<file path="src/rtl/lsu_pkg.sv">
// rtl/lsu_pkg.sv - shared constants and state encoding for the load/store unit
// Contents:
//   DEF_MEM_WORDS, DEF_AW : default data-memory geometry (words, word-index width)
//   F3_*                  : RISC-V funct3 codes for loads/stores
//   lsu_state_t           : controller FSM states
package lsu_pkg;

  localparam int DEF_MEM_WORDS = 256;
  localparam int DEF_AW        = 8;

  localparam logic [2:0] F3_B  = 3'b000;
  localparam logic [2:0] F3_H  = 3'b001;
  localparam logic [2:0] F3_W  = 3'b010;
  localparam logic [2:0] F3_BU = 3'b100;
  localparam logic [2:0] F3_HU = 3'b101;

  typedef enum logic [2:0] {
    S_IDLE,
    S_RD,
    S_LX,
    S_MRG,
    S_WR,
    S_ERR
  } lsu_state_t;

endpackage

</file>
<file path="src/rtl/lsu_byte_lane.sv">
// rtl/lsu_byte_lane.sv - byte/half lane extraction and sub-word merge
// Ports:
//   word     in  32  memory word (little-endian lanes, byte k = bits 8k+7:8k)
//   off      in  2   byte offset within the word
//   funct3   in  3   access size/sign code
//   sdata    in  32  store data (low byte/half used for SB/SH)
//   load_val out 32  sign- or zero-extended load value
//   merged   out 32  word with the addressed lane replaced by store data
module lsu_byte_lane
  import lsu_pkg::*;
(
  input  logic [31:0] word,
  input  logic [1:0]  off,
  input  logic [2:0]  funct3,
  input  logic [31:0] sdata,
  output logic [31:0] load_val,
  output logic [31:0] merged
);

  logic [7:0]  b;
  logic [15:0] h;

  always_comb begin
    b        = word[{off, 3'b000} +: 8];
    // Halfword accesses are aligned, so only off[1] picks the lane.
    h        = off[1] ? word[31:16] : word[15:0];
    load_val = word;
    merged   = word;
    case (funct3)
      F3_B:  load_val = {{24{b[7]}}, b};
      F3_H:  load_val = {{16{h[15]}}, h};
      F3_BU: load_val = {24'h0, b};
      F3_HU: load_val = {16'h0, h};
      default: load_val = word;
    endcase
    case (funct3)
      F3_B: merged[{off, 3'b000} +: 8] = sdata[7:0];
      F3_H: begin
        if (off[1]) merged[31:16] = sdata[15:0];
        else        merged[15:0]  = sdata[15:0];
      end
      default: merged = sdata;
    endcase
  end

endmodule

</file>
<file path="src/rtl/lsu_mem_ctrl.sv">
// rtl/lsu_mem_ctrl.sv - byte-addressed load/store initiator for a word-only data memory
// Ports:
//   CLK, RST                 clock (rising edge), synchronous active-high reset
//   req_valid/req_ready      core request handshake
//   req_we, req_funct3       store flag and RISC-V access code
//   req_addr, req_wdata      byte address and store data
//   resp_valid               one-cycle completion pulse
//   resp_rdata, resp_err     extended load data / error flag, held until next response
//   mem_addr, mem_wdata      word index and write word to memory
//   mem_we                   memory write enable
//   mem_rdata                memory read data, one cycle after mem_addr
module lsu_mem_ctrl
  import lsu_pkg::*;
#(
  parameter int MEM_WORDS = DEF_MEM_WORDS,
  parameter int AW        = DEF_AW
) (
  input  logic        CLK,
  input  logic        RST,
  input  logic        req_valid,
  output logic        req_ready,
  input  logic        req_we,
  input  logic [2:0]  req_funct3,
  input  logic [31:0] req_addr,
  input  logic [31:0] req_wdata,
  output logic        resp_valid,
  output logic [31:0] resp_rdata,
  output logic        resp_err,
  output logic [31:0] mem_addr,
  output logic [31:0] mem_wdata,
  output logic        mem_we,
  input  logic [31:0] mem_rdata
);

  lsu_state_t state_q, state_d;

  logic          we_q;
  logic [2:0]    f3_q;
  logic [AW+1:0] addr_q;
  logic [31:0]   wdata_q;
  logic [31:0]   mrg_q;

  logic          acc;
  logic          req_err;
  logic [31:0]   word_addr;
  logic [31:0]   load_val;
  logic [31:0]   merged;

  assign req_ready = (state_q == S_IDLE) && !RST;
  assign acc       = req_valid && req_ready;
  assign word_addr = {{(32-AW){1'b0}}, addr_q[AW+1:2]};

  // Request legality, evaluated on the raw inputs so the error path never
  // issues a memory cycle.
  always_comb begin
    req_err = 1'b0;
    if (req_we) begin
      case (req_funct3)
        F3_B:    req_err = 1'b0;
        F3_H:    req_err = req_addr[0];
        F3_W:    req_err = |req_addr[1:0];
        default: req_err = 1'b1;
      endcase
    end else begin
      case (req_funct3)
        F3_B, F3_BU: req_err = 1'b0;
        F3_H, F3_HU: req_err = req_addr[0];
        F3_W:        req_err = |req_addr[1:0];
        default:     req_err = 1'b1;
      endcase
    end
    if (|req_addr[31:AW+2])                        req_err = 1'b1;
    if ({2'b00, req_addr[31:2]} >= 32'(MEM_WORDS)) req_err = 1'b1;
  end

  always_ff @(posedge CLK) begin
    if (RST) state_q <= S_IDLE;
    else     state_q <= state_d;
  end

  always_comb begin
    state_d   = state_q;
    mem_addr  = 32'h0;
    mem_wdata = 32'h0;
    mem_we    = 1'b0;
    case (state_q)
      S_IDLE: begin
        if (acc) begin
          if (req_err)                              state_d = S_ERR;
          else if (!req_we || req_funct3 != F3_W)   state_d = S_RD;
          else                                      state_d = S_WR;
        end
      end
      S_RD: begin
        mem_addr = word_addr;
        state_d  = we_q ? S_MRG : S_LX;
      end
      S_LX:  state_d = S_IDLE;
      S_MRG: state_d = S_WR;
      S_WR: begin
        mem_addr  = word_addr;
        mem_wdata = (f3_q == F3_W) ? wdata_q : mrg_q;
        mem_we    = !RST;
        state_d   = S_IDLE;
      end
      S_ERR:   state_d = S_IDLE;
      default: state_d = S_IDLE;
    endcase
  end

  lsu_byte_lane u_lane (
    .word     (mem_rdata),
    .off      (addr_q[1:0]),
    .funct3   (f3_q),
    .sdata    (wdata_q),
    .load_val (load_val),
    .merged   (merged)
  );

  always_ff @(posedge CLK) begin
    if (RST) begin
      we_q       <= 1'b0;
      f3_q       <= 3'h0;
      addr_q     <= '0;
      wdata_q    <= 32'h0;
      mrg_q      <= 32'h0;
      resp_valid <= 1'b0;
      resp_rdata <= 32'h0;
      resp_err   <= 1'b0;
    end else begin
      resp_valid <= 1'b0;
      if (acc) begin
        we_q    <= req_we;
        f3_q    <= req_funct3;
        addr_q  <= req_addr[AW+1:0];
        wdata_q <= req_wdata;
      end
      case (state_q)
        S_LX: begin
          resp_valid <= 1'b1;
          resp_rdata <= load_val;
          resp_err   <= 1'b0;
        end
        S_MRG: mrg_q <= merged;
        S_WR: begin
          resp_valid <= 1'b1;
          resp_rdata <= 32'h0;
          resp_err   <= 1'b0;
        end
        S_ERR: begin
          resp_valid <= 1'b1;
          resp_rdata <= 32'h0;
          resp_err   <= 1'b1;
        end
        default: ;
      endcase
    end
  end

endmodule

</file>
<file path="config.mk">
export PLATFORM = sky130hd
export DESIGN_NAME = lsu_mem_ctrl
export DESIGN_NICKNAME = d
export VERILOG_FILES = /design/src/rtl/lsu_pkg.sv /design/src/rtl/lsu_byte_lane.sv /design/src/rtl/lsu_mem_ctrl.sv
export SDC_FILE = /design/constraint.sdc
export NUM_CORES = 1
export LEC_CHECK = 0
export CORE_MARGIN = 8
export CORE_UTILIZATION = 30
export CTS_CLUSTER_SIZE = 12
export DETAILED_ROUTE_END_ITERATION = 10
export PLACE_DENSITY = 0.62
export SLEW_MARGIN = 30
export SYNTH_ARGS = -nofsm -noshare
export SYNTH_HDL_FRONTEND = slang
export SYNTH_SLANG_ARGS = --single-unit
</file>
<file path="constraint.sdc">
create_clock -name CLK -period 3.25 [get_ports CLK]
set_input_delay 0.65 -clock CLK [delete_from_list [all_inputs] [get_ports CLK]]
set_output_delay 0.65 -clock CLK [all_outputs]
set_load 0.01 [all_outputs]
</file>
# After elaboration in Yosys (flattened, before gate mapping)
# Index checks and enable logic that the tools add are counted.
[op_classes]
n_reduce_logical = 18
bitwise_logic = 0
n_mul = 0
n_eq_ne = 15
shift = 3
mux = 23
order_cmp = 1
n_div = 0
addsub = 1
[op_table]
columns = ["operator", "count"]
rows = [
  ["32-bit one-hot mux with 2 select lines", 2],
  ["32-bit one-hot mux with 4 select lines", 1],
  ["32-bit two-way mux", 2],
  ["16-bit two-way mux", 3],
  ["32-bit bitwise mux", 1],
  ["8-bit by 7-bit variable shift with 32-bit output, first input constant", 1],
  ["32-bit by 6-bit indexed part select with 8-bit output", 1],
  ["8-bit by 7-bit indexed part select with 32-bit output", 1],
  ["30-bit by 9-bit >= comparator with 1-bit output, second input constant", 1],
  ["22-bit OR reduction", 1],
  ["3-bit equality test, second input constant", 6],
  ["3-bit by 2-bit equality test with 1-bit output, second input constant", 4],
  ["2-bit OR reduction", 6],
  ["3-bit by 1-bit equality test with 1-bit output, second input constant", 3],
  ["3-bit logical NOT", 3],
  ["3-bit two-way mux", 3],
  ["3-bit one-hot mux with 3 select lines", 1],
  ["8-bit two-way mux", 1],
  ["5-bit negation with 7-bit output", 1],
  ["1-bit two-way mux", 6],
  ["1-bit one-hot mux with 3 select lines", 2],
  ["2-bit nonzero test", 2],
  ["3-bit by 2-bit != test with 1-bit output, second input constant", 1],
  ["3-bit OR reduction", 1],
  ["other kinds (5)", 7],
]
[word_totals]
memories = 0
reg_bits = 115
rom_bits = 0
mem_bits_rw = 0
latch_bits = 0
inputBits = 103

# Logic depth before layout (Yosys ltp)
[logic_depth]
word_depth = 9
mapped_depth = 9
mapped_depth_nobuf = 6

# Hierarchy
# From an unflattened synthesis, not the netlist that was laid out.
[unflattened]
hier_cells = 917
area_unflattened_um2 = 6835.3
[modules_own_cells]
columns = ["mod", "cells_each", "instances", "area_per_inst_um2", "seq_area_each_um2"]
rows = [
  ["lsu_mem_ctrl", 636, 1, 4943.5, 2302.2],
  ["lsu_byte_lane", 281, 1, 1891.8, 0.0],
]

# Worst setup path after synthesis
# OpenSTA, ideal clock, no wires.
[synth_path]
kind = "input -> output"
from = "input RST"
to = "output req_ready"
required_time_ns = 2.600
t_arrival_ns = 1.538
path_buffers = 3
slack_ns = 1.062
stages = 4
cell_sequence = "buf_2 -> clkbuf_1 -> clkbuf_1 -> nor4_1"
[synth_between]
elab_chain_len = 2
[synth_lines]
columns = ["element", "line_no", "rtl"]
rows = [
  ["from (decl)", "lsu_mem_ctrl.sv:19", "input logic RST,"],
  ["1-bit logical NOT", "lsu_mem_ctrl.sv:49", "assign req_ready = (state_q == S_IDLE) && !RST;"],
  ["1-bit logical AND", "lsu_mem_ctrl.sv:49", ""],
  ["to (decl)", "lsu_mem_ctrl.sv:21", "output logic req_ready,"],
]
# No other way between the ends.

# Worst setup path in the final report
[layout_path]
from = "register f3_q[2]"
to = "output mem_wdata[22]"
[layout_between]
elab_chain_len = 3
[layout_lines]
columns = ["element", "line_no", "rtl"]
rows = [
  ["from (decl)", "lsu_mem_ctrl.sv:38", "logic [2:0] f3_q;"],
  ["from (signal assigned)", "lsu_mem_ctrl.sv:134", "f3_q <= req_funct3;"],
  ["3-bit by 2-bit equality test with 1-bit output", "lsu_mem_ctrl.sv:102", "mem_wdata = (f3_q == F3_W) ? wdata_q : mrg_q;"],
  ["32-bit two-way mux", "lsu_mem_ctrl.sv:102", ""],
  ["32-bit two-way mux", "lsu_mem_ctrl.sv:86", "case (state_q)"],
  ["to (decl)", "lsu_mem_ctrl.sv:30", "output logic [31:0] mem_wdata,"],
]
# No other way between the ends.

==> metrics.md <==
| Metric | Value |
|---|---|
| Outcome | complete, no violations |
| Power Density | slightly below 500 nW/um^2 |
| Peak Freq | roughly 330 MHz |
| Ys flop type | dfxtp_1 |
| Num rows | between 50 and 60 |
| Final TNS setup | 0 ns |
| Congestion Overflow GR | 0 |
| Total power | roughly 4.2 mW |
| Most used routing layer | met2 |
| FF-to-FF path depth | 6 |
| Critical Path Sink Type | primary output |
| Worst hold path class | reg2reg |
| Vias | 6192 |
| CTS clk-pin slew, worst paths | 0.05 ns |
| Max-slew violations | 0 |
| Synth top area share | between 30 and 40% |
| Layout cells sized above 1 | ~7.9% |
| Vias in the first global route | just over 6000 |
| # setup viols final | 0 |
| Clock sink count | 115 |
| Area of the die | 25800 sq um |
| Routability cong. | 0.867 |
| Placed cell count | ~1200 |
| # fillers | about 2100 |
| RSZ-0062 raised after global routing | no |
| Final Instance Count excl. Fillers | between 1000 and 1500 |
| DRT Pass-1 Iters | 5 |
| Seq cells post-synth | about 120 |
| Core Area | approximately 21000 sq um |
| Mux share of post-synthesis cell area | about 4.7% |
| Crit path DAT | 2.40 ns |
| Syn avg cell area | roughly 8.0 sq um |
| Critical path class | reg2out |
| Pleak | 2.97 nW |
| Post-CTS sizing | 0 |
| GR Util met1 | between 20% and 30% |
| Synth area leader | dfxtp_1 |
| CTS tree | yes |
| First-pass GRT wire length | around 36000 um |
| Critical-path maximum fanout | 32 |
| Largest cells by area after synthesis | dfxtp_1, nand2_1, o21ai_0, nand2b_1, a21oi_1 |
| Cells after Synth | ~790 |
| Hold path cells | 2 |
| Starting Density | between 30% and 40% |
| Final std cell area, no fill | roughly 8700 sq um |
| Post-cts hold buffer count | 0 |
| CTS H-Tree Depth | 4 |
| Met2 usage | roughly 30% |
| Antenna-violating nets left | 0 |
| Post-Route WL | about 23000 um |
| Synth Area in Simple Gates | around a quarter |
| Final Hold Viols | 0 |
| Peak VDD IR | 422 uV |
| Overall routing resource usage | around 18% |
| CP required | roughly 2.6 ns |
| Synth Area in Compound Gates | a little under a quarter |
| Sequential fraction of the synthesis area | 36.7% |
| Inserted Clock Buffers | 17 |
| Tightest Pin Transition | approximately 0.72 ns |
| I/O pin cnt | ~200 |
| Hold slack | 0.449 ns |
| Number of port buffers | roughly 180 |
| Die Y | between 150 and 200 um |
| Post-synth EDFFs | 0 |
| Vias/cell | ~5.1 |
| Slew headroom | about half |
| Dpl hpwl | 17100 um |
| Post-synthesis adder-cell area fraction | less than 1% |
| Xor and xnor area share after synthesis | less than 1% |
| Diodes inserted | 0 |
| Layout Utilization | ~42% |
| DP Area | between 8000 and 9000 sq um |
| Yosys warns | 0 |
| Post-synthesis cell area | roughly 6300 sq um |
| Post-place setup slack | between 0.5 and 0.6 ns |
| Worst Skew | about 0.007 ns |
| Setup WS post-layout | approximately 0.20 ns |
| Unique cell type count in the Yosys netlist | 55 |
| CTS root buf | clkbuf_16 |
| Total of max-cap violations | 0 |
| Met3 Use GR | under 10% |
| Largest net degree at the start of global routing | 93 |
| Synth-to-Final Area Change | 39.3% |
| Initial antenna violation count | 0 |
| Main combinational cell family by area after synthesis | simple AND/OR/NAND/NOR gates |
| FFs w/ async S/R, synth | 0% |
| Final #Nets | 1043 |
| Min cycle time layout | 3.05 ns |
| Period utilization | 94.0% |
| Max Root-Sink Buffers | 2 |
| DR iter-0 viols | 459 |
| Drt wl/cell | between 15 and 20 um |
| Setup bufs post-CTS | 0 |
| Crit path launch type | flop |
| Skew-Pair Late Insertion Delay | between 0.4 and 0.5 ns |
| Die Span X | about 160 um |
| Post-route DRC | 0 |
-- placed cells by master, fill, tap and decap left out, drive strengths merged, types with 3 or more instances in the layout --
master           n
a211oi           8
a21boi           8
a21oi           49
a221o           16
a221oi           8
a22o            10
a22oi            3
a311oi          17
a32o            10
and2             3
buf             17
bufinv           3
clkbuf          22
clkdlybuf4s50  177
clkinv           5
conb            24
dfxtp          115
ha               5
inv             10
mux2            17
mux2i            8
nand2          152
nand2b          54
nand3           17
nand4            9
nor2            35
nor2b           16
nor4             9
o21a             8
o21ai           75
o31ai           10
or3              8
-- flip-flops by register name, indices dropped and copies added (netlist names) --
| signal | count |
|---|---|
| resp_valid | 1 |
| resp_err | 1 |
| wdata_q | 32 |
| state_q | 3 |
| f3_q | 3 |
| resp_rdata | 32 |
| mrg_q | 32 |
| we_q | 1 |
| addr_q | 10 |
-- cells by family after synthesis --
logic type / after synthesis
compound gates: 225
xor+xnor: 1
fa+ha+maj: 5
buf+inv: 97
flops: 115
mux: 26
other cells: 1
simple gates: 316
-- Yosys cell counts, types with 10 or more instances --
library cell / number
a21oi_1: 47
o31ai_1: 10
nor2b_1: 15
buf_2: 27
nand2_1: 152
nand2b_1: 54
a221o_1: 16
nor2_1: 34
o21ai_0: 68
clkbuf_1: 27
buf_4: 28
nand3_1: 17
a32o_1: 10
mux2_2: 15
a22o_1: 10
a311oi_1: 16
dfxtp_1: 115
inv_1: 10
-- final cells by class --
type	instances	area, sq um	area share [%]
Sequential cell	115	2300	26.4
Multi-Input combinational cell	597	3530	40.4
Clock buffer	22	474	5.43
Clock inverter	10	130	1.49
Inverter	10	37.5	0.430
Timing Repair Buffer	194	1910	21.9
Tap cell	275	344	3.94
-- metal layers --
layer,vias to the layer above,share of wire (%)
met1,2896,43
met4,0,2.3
li1,3033,-
met3,37,6.3
met5,-,0
met2,226,49
-- final timing paths --
path                               from                         end  slack [ns]
max                f3_q[2]$_SDFFE_PP0P_               mem_wdata[22]        0.20
min          resp_rdata[2]$_SDFFE_PP0P_  resp_rdata[2]$_SDFFE_PP0P_        0.45
max reg2reg      addr_q[0]$_SDFFE_PP0P_      mrg_q[24]$_SDFFE_PP0N_        0.91
min reg2reg  resp_rdata[2]$_SDFFE_PP0P_  resp_rdata[2]$_SDFFE_PP0P_        0.45
-- critical path, cell delays in order, from the launching register on --
cell and delay [ns]:
dfxtp_1 0.35, nor2_1 0.25, and2_1 0.19, buf_6 0.25, nand2_1 0.08, a21oi_1 0.25
clkdlybuf4s50_1 0.60
-- where the power goes --
part,switching (mW),internal [mW]
clock,0.678,1.26
combinational,0.399,0.318
sequential,0.0845,1.48
total,1.16,3.06
Power figures use the tool's default switching activity.
==> RTL change 1: new RTL, same flow settings <==
Put one more register stage on the output `resp_err`, cleared by the reset. The value now appears one clock later. The other outputs are not delayed to match.
--- a/src/rtl/lsu_mem_ctrl.sv
+++ b/src/rtl/lsu_mem_ctrl.sv
@@ -31,6 +31,8 @@
   output logic        mem_we,
   input  logic [31:0] mem_rdata
 );
+
+  logic resp_err_s0;
 
   lsu_state_t state_q, state_d;
 
@@ -126,7 +128,7 @@
       mrg_q      <= 32'h0;
       resp_valid <= 1'b0;
       resp_rdata <= 32'h0;
-      resp_err   <= 1'b0;
+      resp_err_s0 <= 1'b0;
     end else begin
       resp_valid <= 1'b0;
       if (acc) begin
@@ -139,23 +141,31 @@
         S_LX: begin
           resp_valid <= 1'b1;
           resp_rdata <= load_val;
-          resp_err   <= 1'b0;
+          resp_err_s0 <= 1'b0;
         end
         S_MRG: mrg_q <= merged;
         S_WR: begin
           resp_valid <= 1'b1;
           resp_rdata <= 32'h0;
-          resp_err   <= 1'b0;
+          resp_err_s0 <= 1'b0;
         end
         S_ERR: begin
           resp_valid <= 1'b1;
           resp_rdata <= 32'h0;
-          resp_err   <= 1'b1;
+          resp_err_s0 <= 1'b1;
         end
         default: ;
       endcase
     end
   end
 
+  always_ff @(posedge CLK) begin
+    if (RST) begin
+      resp_err <= '0;
+    end else begin
+      resp_err <= resp_err_s0;
+    end
+  end
+
 endmodule
 
Check against the original RTL: not equivalent (Yosys sat finds a counterexample within 4 cycles, from zero or initial values and one cycle with RST high).
==> RTL change 1 against the unedited design <==
Via count fell by 1.3%. Highest routed layer unchanged. Final area fell by 0.42%. Setup slack worse by 0.030 ns. Synthesized area is 2.0% lower. Total power rose by 2.7%. Wire length increased by 0.35%. Largest cell class unchanged. Sequential cell count increased by 1.
==> RTL change 1: results (changes against the unedited design) <==
| Metric | Value |
|---|---|
| First-pass GRT wire length | `35.3 mm (was 35.6 mm)` |
| Top cells by count, synth | `nand2_1 (207), dfxtp_1 (116), nand3b_1 (46), a21oi_1 (45), buf_4 (33) (was nand2_1 (152), dfxtp_1 (115), o21ai_0 (68), nand2b_1 (54), a21oi_1 (47))` |
| Area Growth Syn to Fin | `41.6% (was 39.3%)` |
| Hold WS | `0.446 ns (was 0.449 ns)` |
| Met2 track demand over resource | `30.1% (was 29.5%)` |
| Drt wl/cell | `19.3 um (was 18.9 um)` |
| Slew margin rel. | `54.2% (was 52.0%)` |
| Largest net degree at the start of global routing | `37 (was 93)` |
| Multi-input combinational area share | `39.0% (was 40.4%)` |
| Hold Crit Start | `mrg_q[31]$_SDFFE_PP0N_ (was resp_rdata[2]$_SDFFE_PP0P_)` |
| Worst slack, placed | `0.609 ns (was 0.579 ns)` |
| R2r startpoint | `f3_q[1]$_SDFFE_PP0P_ (was addr_q[0]$_SDFFE_PP0P_)` |
| Leading cell type in the layout, fill and taps excluded | `nand2_1 (was clkdlybuf4s50_1)` |
| Synth Instances | `752 (was 786)` |
| Routed met2 length | `11.4 mm (was 11.3 mm)` |
| Routed wl met3 | `1.52 mm (was 1.44 mm)` |
| Vias per std cell | `5.11 (was 5.06)` |
| Non-clock buffer instance count of the final layout | `201 (was 194)` |
| GR met1 Demand/Resource | `21.3% (was 21.7%)` |
| Post-synthesis sequential area ratio | `37.8% (was 36.7%)` |
| LEAKAGE | `3.18 nW (was 2.97 nW)` |
| Multi-In Gates | `569 (was 597)` |
| Max VDD drop | `335 uV (was 422 uV)` |
| Gr usage total | `17.7% (was 17.5%)` |
| DRT iter0 DRCs | `504 (was 459)` |
| Share of layout cells above drive strength 1 | `10.1% (was 7.91%)` |
| Clock sinks | `116 (was 115)` |
| Final #Nets | `1023 (was 1043)` |
| Placed cell count | `1166 (was 1191)` |
| Layout clock area frac | `7.29% (was 6.92%)` |
| Vias in the first global route | `6065 (was 6215)` |
| Gpl congestion | `0.880 (was 0.867)` |
| Final HPWL from detailed placement | `17.5 mm (was 17.1 mm)` |
| Area occupied by registers | `2320 um2 (was 2300 um2)` |
| Post-route setup slack | `0.167 ns (was 0.196 ns)` |
| Setup slack, reg-to-reg | `1.01 ns (was 0.91 ns)` |
| Outcome | `complete, no violations (unchanged)` |
## RTL change 1: changes by cell type in the layout (fill, tap and decap cells not counted), moves of 10 or more
cell	before	now
a221oi_1	8	24
nand3b_1	1	46
nand2_1	152	207
a211oi_1	8	18
nand3_1	17	1
a311oi_1	16	0
nand2b_1	54	3
o21ai_0	68	22
## RTL change 1: cells by family after synthesis
logic type | Yosys count | synth area share (%)
fa+ha+maj | 5 | 1.02
mux | 20 | 3.79
xor+xnor | 1 | 0.143
buf+inv | 90 | 8.39
flops | 116 | 37.8
simple gates | 343 | 28.1
other cells | 1 | 0.0611
compound gates | 176 | 20.7
## RTL change 1: where the power goes
group	internal, W	switching (W)
registers	0.00149	0.0000757
logic	0.000330	0.000409
clock network	0.00135	0.000667
## RTL change 1: critical path: stages, from the launching register on
cell	delay (ns)
dfxtp_1	0.33
nor2_1	0.30
and2_1	0.20
buf_4	0.27
nand2_1	0.10
a21oi_1	0.23
clkdlybuf4s50_1	0.59
==> RTL change 2: new RTL, same settings <==
Made on the original files. The package constant `DEF_AW` goes from 8 to 7.
--- a/src/rtl/lsu_pkg.sv
+++ b/src/rtl/lsu_pkg.sv
@@ -6,7 +6,7 @@
 package lsu_pkg;
 
   localparam int DEF_MEM_WORDS = 256;
-  localparam int DEF_AW        = 8;
+  localparam int DEF_AW        = 7;
 
   localparam logic [2:0] F3_B  = 3'b000;
   localparam logic [2:0] F3_H  = 3'b001;
Function: changed (a bounded check fails within 4 cycles, from zero or initial values and one cycle with RST high).
==> RTL change 2 against the unedited design <==
Sequential cell count decreased by 1. Maximum frequency increased by 1.2%. Non-clock buffer count decreased by 1. Clock power increased by 8%. Critical path depth unchanged. Wire length decreased by 1.0%. Count of clock-buffer cells in the layout increased by 1. Synthesized area decreased by 1.8%. Setup slack improved by 0.035 ns. Total power increased by 2.9%. Final area decreased by 0.67%. Critical path type unchanged. Critical endpoint is now mem_wdata[10]. Highest routed layer unchanged.
==> RTL change 2: results (changes against the unedited design) <==
| Metric | Value |
|---|---|
| Gpl congestion | `0.885 (was 0.867)` |
| Mapped Avg Cell Area | `7.88 um2 (was 7.97 um2)` |
| Final WL | `22.8 mm (was 23.1 mm)` |
| Met2 track demand over resource | `27.9% (was 29.5%)` |
| Vias in the first global route | `6270 (was 6215)` |
| IO Port Bufs | `177 (was 178)` |
| GR met1 Demand/Resource | `22.8% (was 21.7%)` |
| Drt wl/cell | `18.8 um (was 18.9 um)` |
| Area occupied by registers | `2280 um2 (was 2300 um2)` |
| Post-route setup slack | `0.231 ns (was 0.196 ns)` |
| Non-clock buffer instance count of the final layout | `193 (was 194)` |
| Share of layout cells above drive strength 1 | `6.77% (was 7.91%)` |
| NonClk Buf Share | `21.9% (about the same)` |
| Critical path capture point | `mem_wdata[10] (was mem_wdata[22])` |
| First-pass GRT wire length | `35.6 mm (about the same)` |
| Hold Crit Start | `resp_rdata[4]$_SDFFE_PP0P_ (was resp_rdata[2]$_SDFFE_PP0P_)` |
| Worst slack, placed | `0.645 ns (was 0.579 ns)` |
| TAP cells | `270 (was 275)` |
| Setup slack, reg-to-reg | `0.79 ns (was 0.91 ns)` |
| Slowest stage delay, CP | `0.57 ns (was 0.60 ns)` |
| Multiplexer share of the synthesized area | `3.78% (was 4.69%)` |
| Synth cell types | `56 (was 55)` |
| Seq cells post-synth | `114 (was 115)` |
| Multi-In Gates | `596 (was 597)` |
| Synth area leaders | `dfxtp_1 (37%), nand2_1 (12%), nand3b_1 (5.5%), a21oi_1 (4.1%), buf_4 (3.5%) (was dfxtp_1 (37%), nand2_1 (9.1%), o21ai_0 (5.4%), nand2b_1 (5.4%), a21oi_1 (3.8%))` |
| Routed wl met3 | `1.77 mm (was 1.44 mm)` |
| Adder-cell share of the synthesized area | `1.02% (was 0.998%)` |
| XOR/XNOR Fraction of Synth Area | `0.142% (was 0.140%)` |
| Clock skew | `0.00889 ns (was 0.00681 ns)` |
| Outcome | `complete, no violations (unchanged)` |
| Layout fillers | `2058 (was 2087)` |
-- RTL change 2: cell types whose count changed after synthesis, sizes merged, moves of 8 or more --
cell     delta
and3        +8
a21boi      -8
nand3b     +44
o2bb2ai     +8
nor3b       +9
nand4       -8
a211oi     +11
o31ai       -8
a22o       -10
nand2      +49
o21ai      -46
nand2b     -52
o21a        -8
-- RTL change 2: worst max-delay path: cells and delay by family, from the launching register on --
family / cells / cell delay [ns]
buffers and inverters: 2 / 0.91
and+or+nand+nor: 3 / 0.48
DFF: 1 / 0.36
AOI/OAI and AO/OA: 1 / 0.19
-- RTL change 2: through the flow --
| step | hold WS [ns] | util [%] |
|---|---|---|
| CTS | 0.448 | 43.0 |
| global route | 0.477 | 43.0 |
| detailed placement | 0.441 | 39.8 |
| finish | 0.441 | 43.0 |
| global placement | 0.435 | 39.8 |
| floorplan | 0.432 | - |
-- RTL change 2: power by group --
part / switching, W / internal [W]
clock: 0.000664 / 0.00142
combinational: 0.000392 / 0.000309
sequential: 0.0000850 / 0.00147
